`config.mk`:
```
export PLATFORM = sky130hd
export DESIGN_NAME = alu_serial_seq
export DESIGN_NICKNAME = d
export VERILOG_FILES = /design/src/rtl/alu_pkg.sv /design/src/rtl/alu_serial_bit.sv /design/src/rtl/alu_serial_seq.sv
export SDC_FILE = /design/constraint.sdc
export NUM_CORES = 1
export LEC_CHECK = 0
export CELL_PAD_IN_SITES_DETAIL_PLACEMENT = 0
export CELL_PAD_IN_SITES_GLOBAL_PLACEMENT = 1
export CORE_AREA = 2 2 125 127
export DETAILED_ROUTE_END_ITERATION = 8
export DIE_AREA = 0 0 127 129
export PLACE_DENSITY_LB_ADDON = 0.1
export SLEW_MARGIN = 20
export SYNTH_ARGS = -nofsm -noshare
export SYNTH_HDL_FRONTEND = slang
export SYNTH_SLANG_ARGS = --single-unit
```
`constraint.sdc`:
```
create_clock -name clk -period 6.1 [get_ports clk]
set_clock_uncertainty 0.1 [all_clocks]
set_input_delay 1.22 -clock clk [delete_from_list [all_inputs] [get_ports clk]]
set_output_delay 1.22 -clock clk [all_outputs]
set_load 0.02 [all_outputs]
```
`src/rtl/alu_pkg.sv`:
```
// Shared ALU control codes, FSM states and slice-control decode for the ALU family.
package alu_pkg;

  localparam logic [3:0] ALU_AND = 4'b0000;
  localparam logic [3:0] ALU_OR  = 4'b0001;
  localparam logic [3:0] ALU_ADD = 4'b0010;
  localparam logic [3:0] ALU_SUB = 4'b0110;
  localparam logic [3:0] ALU_SLT = 4'b0111;
  localparam logic [3:0] ALU_NOR = 4'b1100;

  typedef enum logic [1:0] {ST_IDLE, ST_SHIFT, ST_FINISH} state_e;

  typedef enum logic [1:0] {OP_AND, OP_OR, OP_SUM, OP_LESS} op_e;

  typedef struct packed {
    logic legal;
    logic ainv;
    logic binv;
    op_e  op;
  } ctl_t;

  function automatic ctl_t decode_ctl(input logic [3:0] ctl);
    ctl_t c;
    c = '{legal: 1'b0, ainv: 1'b0, binv: 1'b0, op: OP_AND};
    case (ctl)
      ALU_AND: c = '{legal: 1'b1, ainv: 1'b0, binv: 1'b0, op: OP_AND};
      ALU_OR:  c = '{legal: 1'b1, ainv: 1'b0, binv: 1'b0, op: OP_OR};
      ALU_ADD: c = '{legal: 1'b1, ainv: 1'b0, binv: 1'b0, op: OP_SUM};
      ALU_SUB: c = '{legal: 1'b1, ainv: 1'b0, binv: 1'b1, op: OP_SUM};
      ALU_SLT: c = '{legal: 1'b1, ainv: 1'b0, binv: 1'b1, op: OP_LESS};
      ALU_NOR: c = '{legal: 1'b1, ainv: 1'b1, binv: 1'b1, op: OP_AND};
      default: c = '{legal: 1'b0, ainv: 1'b0, binv: 1'b0, op: OP_AND};
    endcase
    return c;
  endfunction

endpackage

```
`src/rtl/alu_serial_bit.sv`:
```
// Combinational 1-bit ALU slice: operand inversion, full adder, and/or/sum select.
module alu_serial_bit
  import alu_pkg::*;
(
  input  logic ai,
  input  logic bi,
  input  logic ainv,
  input  logic binv,
  input  logic carry,
  input  op_e  op,
  output logic res_bit,
  output logic sum,
  output logic cout
);

  logic ax, bx;

  always_comb begin
    ax      = ai ^ ainv;
    bx      = bi ^ binv;
    sum     = ax ^ bx ^ carry;
    cout    = (ax & bx) | (ax & carry) | (bx & carry);
    res_bit = 1'b0;
    case (op)
      OP_AND:  res_bit = ax & bx;
      OP_OR:   res_bit = ax | bx;
      OP_SUM:  res_bit = sum;
      default: res_bit = 1'b0;
    endcase
  end

endmodule

```
`src/rtl/alu_serial_seq.sv`:
```
// Bit-serial ALU sequencer: latches operands, runs one slice LSB-first for W cycles.
module alu_serial_seq
  import alu_pkg::*;
#(
  parameter int W  = 32,
  localparam int CW = $clog2(W)
) (
  input  logic         clk,
  input  logic         rst,
  input  logic         start,
  input  logic [3:0]   alu_ctl,
  input  logic [W-1:0] a,
  input  logic [W-1:0] b,
  output logic         busy,
  output logic         done,
  output logic [W-1:0] result,
  output logic         overflow,
  output logic         zero,
  output logic         err
);

  state_e        state_q, state_d;
  logic [CW-1:0] cnt_q, cnt_d;
  logic          carry_q, carry_d;
  logic [W-1:0]  a_q, a_d, b_q, b_d;
  logic [3:0]    ctl_q, ctl_d;
  logic [W-1:0]  result_q, result_d;
  logic          ovf_q, ovf_d, zero_q, zero_d, err_q, err_d;

  ctl_t in_ctl, cur_ctl;
  logic res_bit, sum_bit, cout_bit, last, v_msb;

  assign in_ctl  = decode_ctl(alu_ctl);
  assign cur_ctl = decode_ctl(ctl_q);
  assign last    = (cnt_q == CW'(W - 1));
  assign v_msb   = carry_q ^ cout_bit;

  alu_serial_bit u_bit (
    .ai      (a_q[cnt_q]),
    .bi      (b_q[cnt_q]),
    .ainv    (cur_ctl.ainv),
    .binv    (cur_ctl.binv),
    .carry   (carry_q),
    .op      (cur_ctl.op),
    .res_bit (res_bit),
    .sum     (sum_bit),
    .cout    (cout_bit)
  );

  always_comb begin
    state_d  = state_q;
    cnt_d    = cnt_q;
    carry_d  = carry_q;
    a_d      = a_q;
    b_d      = b_q;
    ctl_d    = ctl_q;
    result_d = result_q;
    ovf_d    = ovf_q;
    zero_d   = zero_q;
    err_d    = err_q;
    case (state_q)
      ST_IDLE: begin
        if (start) begin
          result_d = '0;
          if (in_ctl.legal) begin
            a_d     = a;
            b_d     = b;
            ctl_d   = alu_ctl;
            carry_d = in_ctl.binv;
            cnt_d   = '0;
            err_d   = 1'b0;
            state_d = ST_SHIFT;
          end else begin
            err_d   = 1'b1;
            ovf_d   = 1'b0;
            zero_d  = 1'b1;
            state_d = ST_FINISH;
          end
        end
      end
      ST_SHIFT: begin
        result_d[cnt_q] = res_bit;
        carry_d         = cout_bit;
        if (last) begin
          // MSB carries are consumed on this edge so flags are already valid during FINISH
          ovf_d = ((ctl_q == ALU_ADD) || (ctl_q == ALU_SUB)) ? v_msb : 1'b0;
          if (cur_ctl.op == OP_LESS) begin
            result_d    = '0;
            result_d[0] = sum_bit ^ v_msb;
          end
          zero_d  = (result_d == '0);
          state_d = ST_FINISH;
        end else begin
          cnt_d = cnt_q + 1'b1;
        end
      end
      ST_FINISH: state_d = ST_IDLE;
      default:   state_d = ST_IDLE;
    endcase
  end

  always_ff @(posedge clk) begin
    if (rst) begin
      state_q  <= ST_IDLE;
      cnt_q    <= '0;
      carry_q  <= 1'b0;
      a_q      <= '0;
      b_q      <= '0;
      ctl_q    <= '0;
      result_q <= '0;
      ovf_q    <= 1'b0;
      zero_q   <= 1'b0;
      err_q    <= 1'b0;
    end else begin
      state_q  <= state_d;
      cnt_q    <= cnt_d;
      carry_q  <= carry_d;
      a_q      <= a_d;
      b_q      <= b_d;
      ctl_q    <= ctl_d;
      result_q <= result_d;
      ovf_q    <= ovf_d;
      zero_q   <= zero_d;
      err_q    <= err_d;
    end
  end

  assign busy     = (state_q != ST_IDLE);
  assign done     = (state_q == ST_FINISH);
  assign result   = result_q;
  assign overflow = ovf_q;
  assign zero     = zero_q;
  assign err      = err_q;

endmodule

```
==> metrics <==
outcome complete, no violations; critical path type reg2reg; Setup crit end kind flip-flop; max cap viols 0; Internal 0.00118 W; f_max 208 MHz; Routed Antenna Nets 0; NetSw 0.000446 W; Root Driver clkbuf_16; Worst path slowest cell dfxtp_1; worst vdd ir 0.133 mV; total gr overflow 0; ant diodes 0; type of element launching the critical path flip-flop; vias in the first global route 5552; worst slew pin tran 0.969 ns; ys async rst share 0%; Seq/Total Area, Yosys 37.7%; NumNets Final 919; max_slew headroom 35.3%; pre-CTS WS 1.18 ns; DR vias 5866; TritonRoute pass-1 iters 5; largest net degree at the start of global routing 81; Post-synth EDFFs 0; core area 15000 um^2; die width 127 um; port bufs 107; initial core utilization 39.3%; share of cells above drive strength 1 6.38%; CP Max Fanout 27; Slew Viols, Final 0; Worst EP arrival 4.99 ns; post-layout min period 4.80 ns; critical hold path startpoint a_q[18]$_SDFFE_PP0P_; clock latency on the worst-skew pair 0.36 ns; #FFs+latches synth 111; leakage 2.42 nW; CP peak stage delay 0.96 ns; share of Yosys cell area claimed by the top area cell type 37.7%; met2 wire len 9.03 mm; Hold Vio Cnt, Final 0; average instance area after synthesis 7.56 um^2; Post-Syn Instances 779; Rows 45; CTS buffer count 9; Warnings, synthesis 0; top cells by area, synth dfxtp_1 (38%), nand2_1 (11%), a21oi_1 (9.4%); Hold Crit Class reg2reg; metal3 WL 702 um; top_reg_cell synth dfxtp_1; clock sinks 111; endpoints failing setup 0; Clock H-tree levels 3; post-route cell area 7290 um^2; residual DRC count 0; CTS max path bufs 2; routed len/inst 17.6 um; Cell Area, Synth 5890 um^2; gpl congestion 0.872; Mapped Nets 856; RSZ-0062 raised after global routing false; Flop pwr share 47.8%; Worst R2R Start cnt_q[4]$_SDFFE_PP0P_; Power, Total 0.00162 W; FILL cells 1486; post-synth cell types 67; DIE AREA 16400 um^2; wl on met1 8.00 mm; CP cell instances nor2_1 -> nor4b_1 -> a211oi_1 -> nand4_1 -> xnor2_2 -> inv_2 -> ha_1 -> xor2_1 -> a2bb2oi_1 -> a31oi_1 -> o31ai_1 -> a31oi_1 -> nor4bb_1 -> o211ai_1 -> o31ai_2; Clock Pin Slew Worst Setup and Hold Paths 0.07 ns; GRT Total Usage 22.1%; clock power share 38.3%; Register Area 2220 um^2; DR vias/cell 5.67; CP required 6.28 ns; Die Span Y 129 um; period utilization 78.8%; Setup crit start cnt_q[4]$_SDFFE_PP0P_; Final WS setup 1.30 ns; post-CTS sizing 0; placed cell areas 6980 um^2; Net Sw Frac 27.5%; footprint of the multi-input gates 3330 um^2; antenna violations before repair 0; top sig layer met4; cts-stage hold buffer count 0; most used cell, CP a31oi_1; Setup Buffers After CTS 0; combinational share of power 13.9%; PD cells 223 nW/um^2; setup_tns 0 ns; drt total wl 18.2 mm; first-iteration detailed-routing DRC count 431; first-pass GRT wire length 28.8 mm; DP HPWL 12.8 mm; I/O pins 108; CTS tree built; synthesis-to-finish area growth 23.8%; Synth area leader dfxtp_1
-- cell usage in the layout, fill, tap and decap left out, types with 8 or more instances in the layout --
cell and instances:
mux2i_1 10, nor2_1 53, clkbuf_16 9, mux4_2 8, a21oi_1 110, clkdlybuf4s50_1 106, a32oi_1 18, nand3_1 13
inv_1 14, nand2b_1 8, o22ai_1 8, nand4_1 18, dfxtp_1 110, nor3_1 12, nand2_1 172, buf_4 10
o21ai_0 49
-- final timing paths --
path	cells past startpoint	to	slack, ns
max	15	zero$_SDFFE_PP0P_	1.30
min reg2reg	2	a_q[18]$_SDFFE_PP0P_	0.35
max reg2reg	15	zero$_SDFFE_PP0P_	1.30
min	2	a_q[18]$_SDFFE_PP0P_	0.35
-- cells by family (layout without fill, tap and decap cells) --
group | count (synthesis) | count (layout) | synth area share (%)
and+or+nand+nor | 321 | 321 | 24.6
AOI/OAI and AO/OA | 231 | 231 | 23.4
DFF | 111 | 111 | 37.7
buffers and inverters | 79 | 147 | 5.87
muxes | 24 | 24 | 5.91
xor gates and xnor gates | 7 | 7 | 1.17
adders and majority gates | 6 | 6 | 1.28
-- worst max-delay path, delay by kind of cell (launching register included) --
| kind | cells | cell delay, ns |
|---|---|---|
| AOI/OAI and AO/OA | 7 | 1.54 |
| xor gates and xnor gates | 2 | 0.48 |
| adders and majority gates | 1 | 0.37 |
| buffers and inverters | 1 | 0.10 |
| DFF | 1 | 0.96 |
| and+or+nand+nor | 4 | 1.19 |
-- layer usage --
metal | vias up | GRT usage (%)
met5 | - | 0
met4 | 0 | 9.18
met3 | 34 | 2.45
met2 | 161 | 39.2
met1 | 2773 | 27.5
li1 | 2898 | -
-- state kept, by name, summed over array words and instances, names as in the netlist --
name	flops
a_q	32
b_q	32
carry_q	1
cnt_q	5
ctl_q	4
err	1
overflow	1
result	32
state_q	2
zero	1
-- cell type report --
class	count	share of cell area, %
sequential	111	30.5
clock inverter	6	1.05
inverter	15	0.772
timing repair buffer	116	15.6
clock buffer	10	3.14
tap	188	3.23
multi-input combinational	589	45.7
-- synth_stat cells, drive strengths merged (3+ instances only) --
cell type    n
nand2      172
a21oi      111
dfxtp      111
nor2        55
clkbuf      50
o21ai       49
a32oi       18
nand4       18
inv         15
buf         14
nand3       13
nor3        13
mux2i       10
mux4         8
nand2b       8
o22ai        8
a31oi        7
nor2b        7
ha           6
mux2         6
nor4         6
or2          5
xnor2        5
and2         4
and3         4
a211oi       3
a311oi       3
a41oi        3
nor3b        3
o31ai        3
-- metrics by stage --
stage          hold WS [ns]  std cells  util (%)
2_1_floorplan         0.333        779         -
6_report              0.354       1035      48.7
4_1_cts               0.357       1035      48.7
5_1_grt               0.375       1035      48.7
3_3_place_gp          0.343       1019      46.6
3_5_place_dp          0.346       1019      46.6
-- power by group through the flow --
stage	clock, W	sequential (W)	combinational, W
4_1_cts	0.000632	0.000776	0.000227
6_report	0.000621	0.000775	0.000226
3_3_place_gp	0	0.000793	0.000222
5_1_grt	0.000656	0.000780	0.000251
3_5_place_dp	0	0.000793	0.000227
2_1_floorplan	0	0.000783	0.000140
(Power assumes the default switching activity.)
==> patch 1, RTL diff (same flow settings) <==
Re-encode `state_e` (3 states) as one-hot, 3 bits wide.
--- a/src/rtl/alu_pkg.sv
+++ b/src/rtl/alu_pkg.sv
@@ -9,5 +9,5 @@
   localparam logic [3:0] ALU_NOR = 4'b1100;
 
-  typedef enum logic [1:0] {ST_IDLE, ST_SHIFT, ST_FINISH} state_e;
+  typedef enum logic [2:0] {ST_IDLE = 3'b001, ST_SHIFT = 3'b010, ST_FINISH = 3'b100} state_e;
 
   typedef enum logic [1:0] {OP_AND, OP_OR, OP_SUM, OP_LESS} op_e;
Formal check against the unedited RTL: same outputs for any inputs over 10 cycles, from zero or initial values and one cycle with rst high; not proved beyond that.
==> patch 1 against the original RTL <==
Total power fell by 3.7%; highest routed layer unchanged; critical endpoint is now result[30]$_SDFFE_PP0P_; sequential cell count rose by 1; routed wire length fell by 12%; cell area fell by 2.7%; setup slack improved by 0.34 ns; non-clock buffer count fell by 1; area after synthesis fell by 2.4%.
==> patch 1: results (changes against the original RTL) <==
dr_wl_met2_mm: 7.54  # -17%
nets: 882  # -4.0%
timing.rr.end: "result[30]$_SDFFE_PP0P_"
hold_end: "a_q[23]$_SDFFE_PP0P_"
leakage_uw: 0.00242  # -0.26%
synthTopCellsByArea: "dfxtp_1 39%, a21oi_1 13%, nand2_1 12%"
yosysSeqAreaShare_pct: 39.0  # +1.3 points
critical_path.top_delay_family: "simple AND/OR/NAND/NOR gates"
dp_slack_ns: 1.71  # +0.529 ns
wl_met3_um: 744  # +6.0%
worstSkewPairLatency_ns: 0.36  # about the same
place_congestion: 0.808  # -7.4%
reg2reg_slack_ns: 1.63  # +0.34 ns
critPathArrivalTime_ns: 4.65  # -0.34 ns
synth_cell_types: 59  # -12%
grtUsageTotal_pct: 19.9  # -2.2 points
wirelength_mm: 16.1  # -12%
route.vias.total: 5429  # -7.4%
min_from: "a_q[23]$_SDFFE_PP0P_"
placed_area_mm2: 0.00680  # -2.7%
whs_ns: 0.355  # +0.000959 ns
r2r_cells: 14  # -1
timing.fmax_mhz: 224  # +7.5%
met1_length_mm: 7.68  # -3.9%
muxShareOfSynthArea_pct: 6.69  # +0.78 points
worst_pin_slew_ns: 0.980  # +0.0114 ns
place_hpwl_mm: 10.7  # -17%
synth_xor_area_share_pct: 1.35  # +0.18 points
grt_pass1_vias: 5072  # -8.6%
synth_compound_area_share_pct: 22.9  # -0.55 points
viasPerCell: 5.45  # -3.9%
grt_use_met2_pct: 32.3  # -6.9 points
drt_iter0_markers: 420  # -2.6%
synth_commonest_cells: "177 x nand2_1, 148 x a21oi_1, 112 x dfxtp_1, 48 x clkbuf_1, 37 x o21ai_0"
crit_path_max_incr_delay_ns: 0.89  # -0.07 ns
outcome: "complete, no violations"
placed_cells: 982  # -3.6%
## patch 1: changes by cell type in the layout (fill, tap and decap cells not counted), moves of 9 or more
cell | before | now
mux2_2 | 6 | 22
nor2_1 | 53 | 18
nand3_1 | 13 | 35
o21ai_0 | 49 | 37
nand4_1 | 18 | 3
a22oi_1 | 2 | 11
a32oi_1 | 18 | 0
a21oi_1 | 110 | 148
## patch 1: power by group
group          internal (µW)  switching, µW
Clock                    322            289
Sequential               757           14.9
Combinational           86.2           93.1
## patch 1: cell type report
type	instances	area, µm²
clock buffer	10	229
clock inverter	5	67.6
fill	1479	7880
inverter	6	22.5
multi-input combinational	561	3170
sequential	112	2240
tap	188	235
timing repair buffer	115	1130
## patch 1: cells by family (layout without fill, tap and decap cells)
family,Yosys count,in the layout
and+or+nand+nor,287,287
AOI/OAI and AO/OA,230,230
adders and majority gates,6,6
buffers and inverters,74,136
xor gates and xnor gates,8,8
muxes,30,30
DFF,112,112
==> patch 2, RTL diff (same settings) <==
Made on the original files. The parameter `W` goes from 32 to 16.
--- a/src/rtl/alu_serial_seq.sv
+++ b/src/rtl/alu_serial_seq.sv
@@ -3,5 +3,5 @@
   import alu_pkg::*;
 #(
-  parameter int W  = 32,
+  parameter int W  = 16,
   localparam int CW = $clog2(W)
 ) (
Ports: changed (resized a, b and result); port bits go from 108 to 60. The function was not compared with the original's and may differ.
==> patch 2 against the original RTL <==
Synthesized cell count is 48% lower; non-clock buffer count is 53 lower; sequential cell count down 49; total power decreased by 28%; routed wire length decreased by 45%; area after synthesis down 43%; via count shrank 49%; setup slack improved by 0.85 ns; critical path type unchanged; critical endpoint is now result[1]$_SDFFE_PP0P_; global-route usage down 8.8 points; cell area shrank 41%; cell count down 38%.
==> patch 2: results (changes against the original RTL) <==
cts-root-buf: "clkbuf_16"
grt.met3_usage_pct: 2.83  # +0.37 points
synth_commonest_cells: "91 x nand2_1, 71 x a21oi_1, 62 x dfxtp_1, 28 x o21ai_0, 21 x nor2_1"
post-cts-setup-buffers: 0  # unchanged
grtUsageTotal_pct: 13.3  # -8.8 points
grt_use_met2_pct: 20.3  # -19 points
wire_per_inst_um: 15.6  # -12%
cts-buffers-inserted: 9  # unchanged
cts_max_path_buffers: 2  # unchanged
ir_drop_uv: 126  # -5.5%
start_kind: "flip-flop"
synth_ff_type: "dfxtp_1"
yosysSeqAreaShare_pct: 37.3  # -0.44 points
crit_path_max_incr_delay_ns: 0.79  # -0.17 ns
placed_area_mm2: 0.00393  # -44%
path_max_fanout: 15  # -44%
layout-drive-gt1-share_pct: 9.17  # +2.8 points
ys_async_sr_fraction_pct: 0  # unchanged
worst_pin_slew_ns: 0.839  # -0.129 ns
outcome: "complete, no violations"
route.vias.total: 2964  # -49%
grt_max_degree: 58  # -28%
grt_pass1_wl_mm: 16.7  # -42%
dr.pass1.iters: 4  # -1
antenna_found_initial: 0  # unchanged
worstSkewPairLatency_ns: 0.34  # -0.02 ns
top_usage_layer: "met2"
fillers: 1635  # +10%
cts_resized: 0  # unchanged
hold_class: "flip-flop to flip-flop"
h-tree-depth: 3  # unchanged
n_antenna_cell: 0  # unchanged
synth_cell_types: 57  # -15%
synthAdderAreaFrac_pct: 1.88  # +0.61 points
synth_nets: 452  # -47%
place_hpwl_mm: 7.04  # -45%
io_buffers: 59  # -45%
synth_xor_area_share_pct: 1.32  # +0.15 points
synth_compound_area_share_pct: 22.5  # -0.95 points
muxShareOfSynthArea_pct: 6.51  # +0.60 points
place_congestion: 0.777  # -11%
yosysWarnings: 0  # unchanged
drt_iter0_markers: 140  # -68%
cpMaxStageDelayCell: "dfxtp_1"
gr-usage-met1_pct: 18.1  # -9.4 points
clk_pin_slew_ns: 0.05  # -0.02 ns
nets: 497  # -46%
leakage_uw: 0.00148  # -39%
critPathArrivalTime_ns: 4.12  # -0.87 ns
synthTopCellsByArea: "dfxtp_1 37%, a21oi_1 11%, nand2_1 10%"
==> patch 2: cell types whose count changed after synthesis, sizes merged, moves of 8 or more <==
cell / before / now
a32oi: 18 / 2
dfxtp: 111 / 62
nor2: 55 / 21
buf: 14 / 6
a21oi: 111 / 74
nor3: 13 / 0
nand2: 172 / 91
o21ai: 49 / 29
nand4: 18 / 3
clkbuf: 50 / 22
mux2i: 10 / 1
==> patch 2: critical path: cells and delay by family, from the launching register on <==
family	cells	cell delay, ns
XOR/XNOR	1	0.16
multiplexers	1	0.64
flip-flops	1	0.79
adder cells (fa/ha/maj)	1	0.33
AO/OA/AOI/OAI	5	0.96
AND/OR/NAND/NOR	3	0.89
==> patch 2: logic make-up after synthesis <==
group,after synthesis
fa+ha+maj,5
xor+xnor,5
compound gates,129
flops,62
buf+inv,40
simple gates,157
mux,10
==> patch 2: final timing paths <==
check	startpoint	slack, ns	depth (start not counted)	end
worst max-delay path	cnt_q[0]$_SDFFE_PP0P_	2.15	11	result[1]$_SDFFE_PP0P_
worst min-delay path	a_q[4]$_SDFFE_PP0P_	0.35	2	a_q[4]$_SDFFE_PP0P_
worst max register to register	cnt_q[0]$_SDFFE_PP0P_	2.15	11	result[1]$_SDFFE_PP0P_
worst min register to register	a_q[4]$_SDFFE_PP0P_	0.35	2	a_q[4]$_SDFFE_PP0P_
==> patch 2: power by group <==
group / switching (µW) / internal (µW)
sequential: 19.3 / 423
combinational: 82.9 / 68.2
clock: 182 / 390
==> patch 2: stage by stage <==
step	util [%]	instances	power, µW	hold slack (ns)	setup slack, ns
2_1_floorplan	-	408	546	0.331	3.13
4_1_cts	28.5	646	1180	0.352	2.11
5_1_grt	28.5	646	1220	0.377	1.80
3_3_place_gp	26.2	630	603	0.339	2.28
6_report	28.5	646	1170	0.351	2.15
3_5_place_dp	26.2	630	603	0.345	2.16
==> patch 2: cell type report <==
cell class | count | area [µm²] | area share (%)
Multi-Input combinational cell | 306 | 1800 | 42.1
Sequential cell | 62 | 1240 | 29.1
Timing Repair Buffer | 63 | 616 | 14.4
Clock buffer | 13 | 270 | 6.34
Tap cell | 188 | 235 | 5.51
Clock inverter | 3 | 65.1 | 1.53
Inverter | 11 | 41.3 | 0.968
==> patch 2: routing by layer <==
metal | wire length [µm] | vias up
met2 | 4430 | 66
met4 | 204 | 0
met1 | 5070 | 1360
met3 | 353 | 13
met5 | 0 | -
li1 | - | 1525
